<file path="src/rtl/hit_event_pkg.sv">
// hit_event_pkg
// Shared types and defaults for the hit event manager.
// It holds:
//   - the game state enum, which also drives the state output port
//   - default point and frame values
//   - widths for lives, level and the frame timers
package hit_event_pkg;

  typedef enum logic [2:0] {
    IDLE       = 3'd0,
    PLAY       = 3'd1,
    LEVEL_DONE = 3'd2,
    GAME_OVER  = 3'd3,
    WIN        = 3'd4
  } state_e;

  localparam int LIVES_W = 3;
  localparam int LEVEL_W = 3;
  localparam int TIMER_W = 8;

  localparam int DEF_INIT_LIVES    = 3;
  localparam int DEF_SCORE_W       = 16;
  localparam int DEF_BONUS_POINTS  = 100;
  localparam int DEF_LEVEL_POINTS  = 500;
  localparam int DEF_INVULN_FRAMES = 60;
  localparam int DEF_BLINK_FRAMES  = 4;
  localparam int DEF_PAUSE_FRAMES  = 90;
  localparam int DEF_MAX_LEVEL     = 4;

endpackage

</file>
<file path="src/rtl/frame_timer.sv">
// frame_timer
// Loadable down counter that counts frames (one step per tick).
// Ports:
//   clk, resetN  - clock, asynchronous active-low reset
//   load         - load load_value and start counting; wins over clear and tick
//   load_value   - frames to count
//   tick         - frame pulse (startOfFrame)
//   clear        - stop the timer without expiring
//   count        - remaining frames
//   expired      - combinational pulse on the tick that runs the timer out
//                  (a load of 0 expires on the first tick)
module frame_timer #(
  parameter int W = 8
) (
  input  logic         clk,
  input  logic         resetN,
  input  logic         load,
  input  logic [W-1:0] load_value,
  input  logic         tick,
  input  logic         clear,
  output logic [W-1:0] count,
  output logic         expired
);

  logic [W-1:0] count_q;
  logic         active_q;

  // Expiry is flagged on the tick itself so the owner can react in the same
  // cycle and still present a registered result one clock later.
  assign expired = tick & active_q & ~load & ~clear & (count_q <= W'(1));
  assign count   = count_q;

  always_ff @(posedge clk or negedge resetN) begin
    if (!resetN) begin
      count_q  <= '0;
      active_q <= 1'b0;
    end else if (load) begin
      count_q  <= load_value;
      active_q <= 1'b1;
    end else if (clear) begin
      count_q  <= '0;
      active_q <= 1'b0;
    end else if (tick && active_q) begin
      if (count_q <= W'(1)) begin
        count_q  <= '0;
        active_q <= 1'b0;
      end else begin
        count_q <= count_q - W'(1);
      end
    end
  end

endmodule

</file>
<file path="src/rtl/hit_event_manager.sv">
// hit_event_manager
// Turns the collision controller's single-hit pulses into game state:
//   - lives, saturating score and level
//   - post-hit invulnerability with sprite blink
//   - level-complete pause, game over and win
// Ports:
//   clk, resetN                  - clock, asynchronous active-low reset
//   startOfFrame                 - frame pulse driving every timer
//   start_game                   - start / restart key pulse
//   hit_barrel, hit_fire         - damage hits
//   hit_bonus                    - bonus points hit
//   hit_goal                     - level goal reached
//   state                        - current state
//   lives, score, level          - HUD values
//   freeze                       - movers hold position
//   kong_visible                 - sprite enable (blinks while invulnerable)
//   level_up                     - one-cycle pulse on level completion
//   game_over                    - high in GAME_OVER and WIN
// All outputs are registered.
module hit_event_manager
  import hit_event_pkg::*;
#(
  parameter int INIT_LIVES    = DEF_INIT_LIVES,
  parameter int SCORE_W       = DEF_SCORE_W,
  parameter int BONUS_POINTS  = DEF_BONUS_POINTS,
  parameter int LEVEL_POINTS  = DEF_LEVEL_POINTS,
  parameter int INVULN_FRAMES = DEF_INVULN_FRAMES,
  parameter int BLINK_FRAMES  = DEF_BLINK_FRAMES,
  parameter int PAUSE_FRAMES  = DEF_PAUSE_FRAMES,
  parameter int MAX_LEVEL     = DEF_MAX_LEVEL
) (
  input  logic               clk,
  input  logic               resetN,
  input  logic               startOfFrame,
  input  logic               start_game,
  input  logic               hit_barrel,
  input  logic               hit_fire,
  input  logic               hit_bonus,
  input  logic               hit_goal,
  output state_e             state,
  output logic [LIVES_W-1:0] lives,
  output logic [SCORE_W-1:0] score,
  output logic [LEVEL_W-1:0] level,
  output logic               freeze,
  output logic               kong_visible,
  output logic               level_up,
  output logic               game_over
);

  localparam logic [TIMER_W-1:0] InvLoad   = TIMER_W'(INVULN_FRAMES);
  localparam logic [TIMER_W-1:0] PauseLoad = TIMER_W'(PAUSE_FRAMES);
  localparam logic [LIVES_W-1:0] InitLives = LIVES_W'(INIT_LIVES);
  localparam logic [LIVES_W-1:0] OneLife   = LIVES_W'(1);
  localparam logic [LEVEL_W-1:0] MaxLevel  = LEVEL_W'(MAX_LEVEL);
  localparam logic [7:0]         BlinkLast = 8'(BLINK_FRAMES - 1);
  localparam logic [SCORE_W:0]   BonusAdd  = (SCORE_W + 1)'(BONUS_POINTS);
  localparam logic [SCORE_W:0]   LevelAdd  = (SCORE_W + 1)'(LEVEL_POINTS);

  state_e             state_q;
  logic [LIVES_W-1:0] lives_q;
  logic [SCORE_W-1:0] score_q;
  logic [LEVEL_W-1:0] level_q;
  logic               freeze_q;
  logic               kongVisible_q;
  logic               levelUp_q;
  logic               gameOver_q;
  logic               invuln_q;
  logic [7:0]         blinkCnt_q;

  logic               inPlay;
  logic               damage;
  logic               invLoad;
  logic               pauseLoad;
  logic               invExpired;
  logic               pauseExpired;
  logic [TIMER_W-1:0] invCount;
  logic [TIMER_W-1:0] pauseCount;
  logic               unusedCounts;
  logic [SCORE_W:0]   scoreSum_d;
  logic [SCORE_W-1:0] score_d;

  assign inPlay = (state_q == PLAY);
  assign damage = hit_barrel | hit_fire;

  // A goal shadows damage, and a damage hit on the last life ends the game
  // instead of starting invulnerability.
  assign invLoad   = inPlay & ~hit_goal & damage & ~invuln_q & (lives_q != OneLife);
  assign pauseLoad = inPlay & hit_goal & (level_q != MaxLevel);

  // Timer counts are only needed by HUD/debug consumers, not by this block.
  assign unusedCounts = ^{invCount, pauseCount};

  // One extra bit catches the carry so the score pins at all-ones.
  assign scoreSum_d = {1'b0, score_q}
                    + (hit_bonus ? BonusAdd : '0)
                    + (hit_goal  ? LevelAdd : '0);
  assign score_d    = scoreSum_d[SCORE_W] ? '1 : scoreSum_d[SCORE_W-1:0];

  frame_timer #(.W(TIMER_W)) invTimer (
    .clk        (clk),
    .resetN     (resetN),
    .load       (invLoad),
    .load_value (InvLoad),
    .tick       (startOfFrame),
    .clear      (~inPlay),
    .count      (invCount),
    .expired    (invExpired)
  );

  frame_timer #(.W(TIMER_W)) pauseTimer (
    .clk        (clk),
    .resetN     (resetN),
    .load       (pauseLoad),
    .load_value (PauseLoad),
    .tick       (startOfFrame),
    .clear      (state_q != LEVEL_DONE),
    .count      (pauseCount),
    .expired    (pauseExpired)
  );

  // Game FSM with every output registered alongside the state.
  always_ff @(posedge clk or negedge resetN) begin
    if (!resetN) begin
      state_q       <= IDLE;
      lives_q       <= '0;
      score_q       <= '0;
      level_q       <= LEVEL_W'(1);
      freeze_q      <= 1'b1;
      kongVisible_q <= 1'b1;
      levelUp_q     <= 1'b0;
      gameOver_q    <= 1'b0;
      invuln_q      <= 1'b0;
      blinkCnt_q    <= '0;
    end else begin
      levelUp_q <= 1'b0;
      case (state_q)
        IDLE, GAME_OVER, WIN: begin
          if (start_game) begin
            state_q       <= PLAY;
            lives_q       <= InitLives;
            score_q       <= '0;
            level_q       <= LEVEL_W'(1);
            freeze_q      <= 1'b0;
            gameOver_q    <= 1'b0;
            kongVisible_q <= 1'b1;
            invuln_q      <= 1'b0;
            blinkCnt_q    <= '0;
          end
        end
        PLAY: begin
          score_q <= score_d;
          if (hit_goal) begin
            levelUp_q     <= 1'b1;
            freeze_q      <= 1'b1;
            kongVisible_q <= 1'b1;
            invuln_q      <= 1'b0;
            if (level_q == MaxLevel) begin
              state_q    <= WIN;
              gameOver_q <= 1'b1;
            end else begin
              state_q <= LEVEL_DONE;
            end
          end else if (damage && !invuln_q) begin
            if (lives_q == OneLife) begin
              lives_q       <= '0;
              state_q       <= GAME_OVER;
              freeze_q      <= 1'b1;
              gameOver_q    <= 1'b1;
              kongVisible_q <= 1'b1;
            end else begin
              lives_q    <= lives_q - OneLife;
              invuln_q   <= 1'b1;
              blinkCnt_q <= '0;
            end
          end else if (invuln_q) begin
            if (invExpired) begin
              invuln_q      <= 1'b0;
              kongVisible_q <= 1'b1;
            end else if (startOfFrame) begin
              if (blinkCnt_q == BlinkLast) begin
                blinkCnt_q    <= '0;
                kongVisible_q <= ~kongVisible_q;
              end else begin
                blinkCnt_q <= blinkCnt_q + 8'd1;
              end
            end
          end
        end
        LEVEL_DONE: begin
          if (pauseExpired) begin
            state_q  <= PLAY;
            level_q  <= level_q + LEVEL_W'(1);
            freeze_q <= 1'b0;
          end
        end
        default: state_q <= IDLE;
      endcase
    end
  end

  assign state        = state_q;
  assign lives        = lives_q;
  assign score        = score_q;
  assign level        = level_q;
  assign freeze       = freeze_q;
  assign kong_visible = kongVisible_q;
  assign level_up     = levelUp_q;
  assign game_over    = gameOver_q;

endmodule

</file>
<file path="config.mk">
export PLATFORM = sky130hd
export DESIGN_NAME = hit_event_manager
export DESIGN_NICKNAME = d
export VERILOG_FILES = /design/src/rtl/hit_event_pkg.sv /design/src/rtl/frame_timer.sv /design/src/rtl/hit_event_manager.sv
export SDC_FILE = /design/constraint.sdc
export NUM_CORES = 1
export LEC_CHECK = 0
export BUFFER_PORTS_ARGS = -buffer_cell sky130_fd_sc_hd__buf_2
export CORE_MARGIN = 2
export CORE_UTILIZATION = 50
export DETAILED_ROUTE_END_ITERATION = 8
export GPL_TIMING_DRIVEN = 1
export PLACE_DENSITY = 0.72
export SYNTH_ARGS = -nofsm -noshare
export SYNTH_HDL_FRONTEND = slang
export SYNTH_SLANG_ARGS = --single-unit
</file>
<file path="constraint.sdc">
create_clock -name clk -period 2.2 [get_ports clk]
set_input_delay 0.33 -clock clk [delete_from_list [all_inputs] [get_ports clk]]
set_output_delay 0.33 -clock clk [all_outputs]
set_load 0.01 [all_outputs]
</file>
==> impl_metrics.csv <==
group,metric,value,unit
run_status,run_status,"complete, no violations",
clock_tree,hold_buffers,0,
routing,drc,0,
pwr,vdd_drop_max,0.0006604,V
routing,avgRoutedWirePerCell,14.77,um
clock_tree,clk_latency,0.31,ns
pwr,power,0.005525,W
critical_path,slowest_delay,0.49,ns
critical_path,r2r_cells,8,
synthesis,yosysSeqAreaShare,0.3931,
clock_tree,cts_setup_buffers,0,
synthesis,synth-async-reset-ratio,1.000,
sta,min_period,2.163,ns
layout,nFillCells,598,
die,num_io_pins,37,
critical_path,crit_family,"adder cells",
clock_tree,clock-sinks,55,
global_route,grt_pass1_vias,2955,
routing,via_per_inst,5.806,
clock_tree,cts_root_buf,"clkbuf_8",
synthesis,syn-num-nets,417,
synthesis,synth_flop_cell,"dfrtp_1",
placement,port_buffers,36,
critical_path,r2r-end,"score[15]$_DFFE_PN0P_",
routing,drt_iter0_drc,148,
sta,slew_headroom,0.5328,
die,initial_core_util,0.5168,
sta,timing.fmax,0.4623,GHz
synthesis,ys_top_cells_by_count,"dfrtp_1 (52), nand2_1 (39), nor2_1 (31)",
layout,drive_gt1_frac,0.2472,
sta,skew,0.01155,ns
routing,antenna_left,0,
global_route,grt-ovfl-total,0,
pwr,p_leak,1.932,nW
synthesis,synth_top_area_frac,0.3706,
critical_path,startpoint_type,"flip-flop",
global_route,grt_max_degree,56,
critical_path,cp_data_arrival_time,2.38,ns
critical_path,critical-path-slowest-cell,"fa_1",
clock_tree,cts_buffers,5,
clock_tree,cts.htree.levels,2,
routing,via_count,3141,
clock_tree,cts_max_path_buffers,2,
critical_path,critPathMaxFanout,4,
critical_path,cp.required,2.42,ns
sta,fin_crit_sh,0.9832,
routing,wl,7.991,mm
critical_path,r2r_slack,0.04,ns
sta,rsz0062_at_grt,"true",
global_route,antenna_found_initial,0,
synthesis,synth_edf_count,0,
synthesis,syn_inst,387,
critical_path,crit_buf_inv,1,
layout,antenna_cells,0,
critical_path,endpoint_kind,"flip-flop",
critical_path,critPathKind,"reg2reg",
sta,tightestPinTransition,0.7008,ns
die,die_h,87.80,um
job,maxCapViolCount,0,
sta,maxSlewViolCount,0,
sta,finalSetupViolCount,0,
global_route,grt_pass1_wl,13.68,mm
clock_tree,path_clk_slew,0.11,ns
global_route,track_usage,0.2206,
clock_tree,cts_tree,"yes",
routing,drtPass1Iterations,4,
die,core_area,6794,um2
synthesis,synth-seq-cells,55,
critical_path,crit_chain,"fa_1, ha_4, o21ai_4, buf_4, o21ai_2, and2_4, a31oi_1, a311oi_1",
layout,final_util,0.6122,
synthesis,syn_area,3511,um2
layout,syn_to_final_growth,18.46,%
synthesis,netlist_top_cells_area,"dfrtp_1 (37%), ha_1 (6.8%), nand2_1 (4.2%)",
placement,dp_hpwl,5.766,mm
pwr,p_per_area,1328,nW/um2
synthesis,yosysMostFrequentCell,"dfrtp_1",
die,die_x,87.80,um
die,core.rowCount,30,
placement,dpl_cell_area,3973,um2
layout,postLayoutCellArea,4159,um2
sta,hold_violations,0,
critical_path,rr_startpoint,"score[6]$_DFFE_PN0P_",
layout,fin_nets,474,
synthesis,ys_types,69,
die,die_area,7708,um2
synthesis,avgSynthCellArea,9.072,um2
synthesis,yosys.area.top_type,"dfrtp_1",
synthesis,ys_warn_count,0,
placement,gp_congestion,0.9138,
hold_path,hp-class,"in2async",
## power by group
part	internal [W]	total (W)	switching [W]
Combinational	0.00145	0.00333	0.00187
Clock	0.000224	0.000563	0.000339
Sequential	0.00132	0.00164	0.000313
Total	0.00300	0.00552	0.00252
## worst max-delay path by stage
stage | start | endpoint | slack [ns] | cells past startpoint
after floorplan | score[5]$_DFFE_PN0P_ | score[2]$_DFFE_PN0P_ | 0.01 | 8
after global placement | hit_bonus | score[10]$_DFFE_PN0P_ | -0.12 | 9
after detailed placement | hit_bonus | score[10]$_DFFE_PN0P_ | -0.16 | 9
after CTS | score[6]$_DFFE_PN0P_ | score[15]$_DFFE_PN0P_ | -0.02 | 8
after global routing | score[2]$_DFFE_PN0P_ | score[11]$_DFFE_PN0P_ | -0.08 | 11
final | score[6]$_DFFE_PN0P_ | score[15]$_DFFE_PN0P_ | 0.04 | 8
## placed cells by master, fill, tap and decap left out, drive strengths merged, types with 5 or more instances in the layout
| master | instances |
|---|---|
| nand2b | 8 |
| or3 | 5 |
| nor3 | 11 |
| a31oi | 8 |
| o21ai | 40 |
| buf | 65 |
| or4 | 5 |
| dfrtp | 52 |
| ha | 19 |
| inv | 18 |
| nand3 | 16 |
| nand2 | 39 |
| nor2 | 32 |
| a22o | 9 |
| a22oi | 5 |
| a21oi | 18 |
| clkbuf | 6 |
## metal layers
metal	share of wire	track usage
met4	0.0085	0.05874
met5	0	0
met3	0.038	0.03205
met2	0.47	0.3506
met1	0.48	0.3170
## stage by stage
step                instances  hold slack (ns)  worst slack, ns  TNS (ns)
floorplan                 387          0.03441          0.01030         0
global placement          533           0.4680          -0.1245   -0.9993
detailed placement        533           0.4923          -0.1579    -1.340
CTS                       541           0.1747         -0.01973  -0.05631
global route              541           0.2061         -0.08185   -0.4348
finish                    541           0.1483          0.03707         0
## registers in the layout (all words and copies together), names as in the netlist
name	cells
lives	3
kong_visible	1
state	3
pauseTimer.active_q	1
blinkCnt_q	8
freeze	1
invuln_q	1
invTimer.count	8
score	15
pauseTimer.count	8
level	3
invTimer.active_q	1
game_over	1
level_up	1
## cell type report
cell class,count,area (um2),area share
Timing Repair Buffer,65,414.1,0.09958
Clock buffer,6,72.57,0.01745
Tap cell,96,120.1,0.02888
Multi-Input combinational cell,299,2092,0.5030
Sequential cell,55,1380,0.3318
Clock inverter,2,12.51,0.003008
Inverter,18,67.56,0.01625
## what timing repair did
item                       CTS  global route
pin swaps                    4             3
hold endpoints to repair     0             0
gates cloned                 0             0
setup endpoints to repair    4            14
gates resized for setup      4            16
## logic make-up after synthesis
| kind of cell | share of synthesized area |
|---|---|
| compound gates | 0.2441 |
| xor+xnor | 0.01247 |
| fa+ha+maj | 0.08482 |
| buf+inv | 0.04526 |
| flops | 0.3931 |
| mux | 0.008909 |
| simple gates | 0.2113 |
Power figures use the tool's default switching activity.
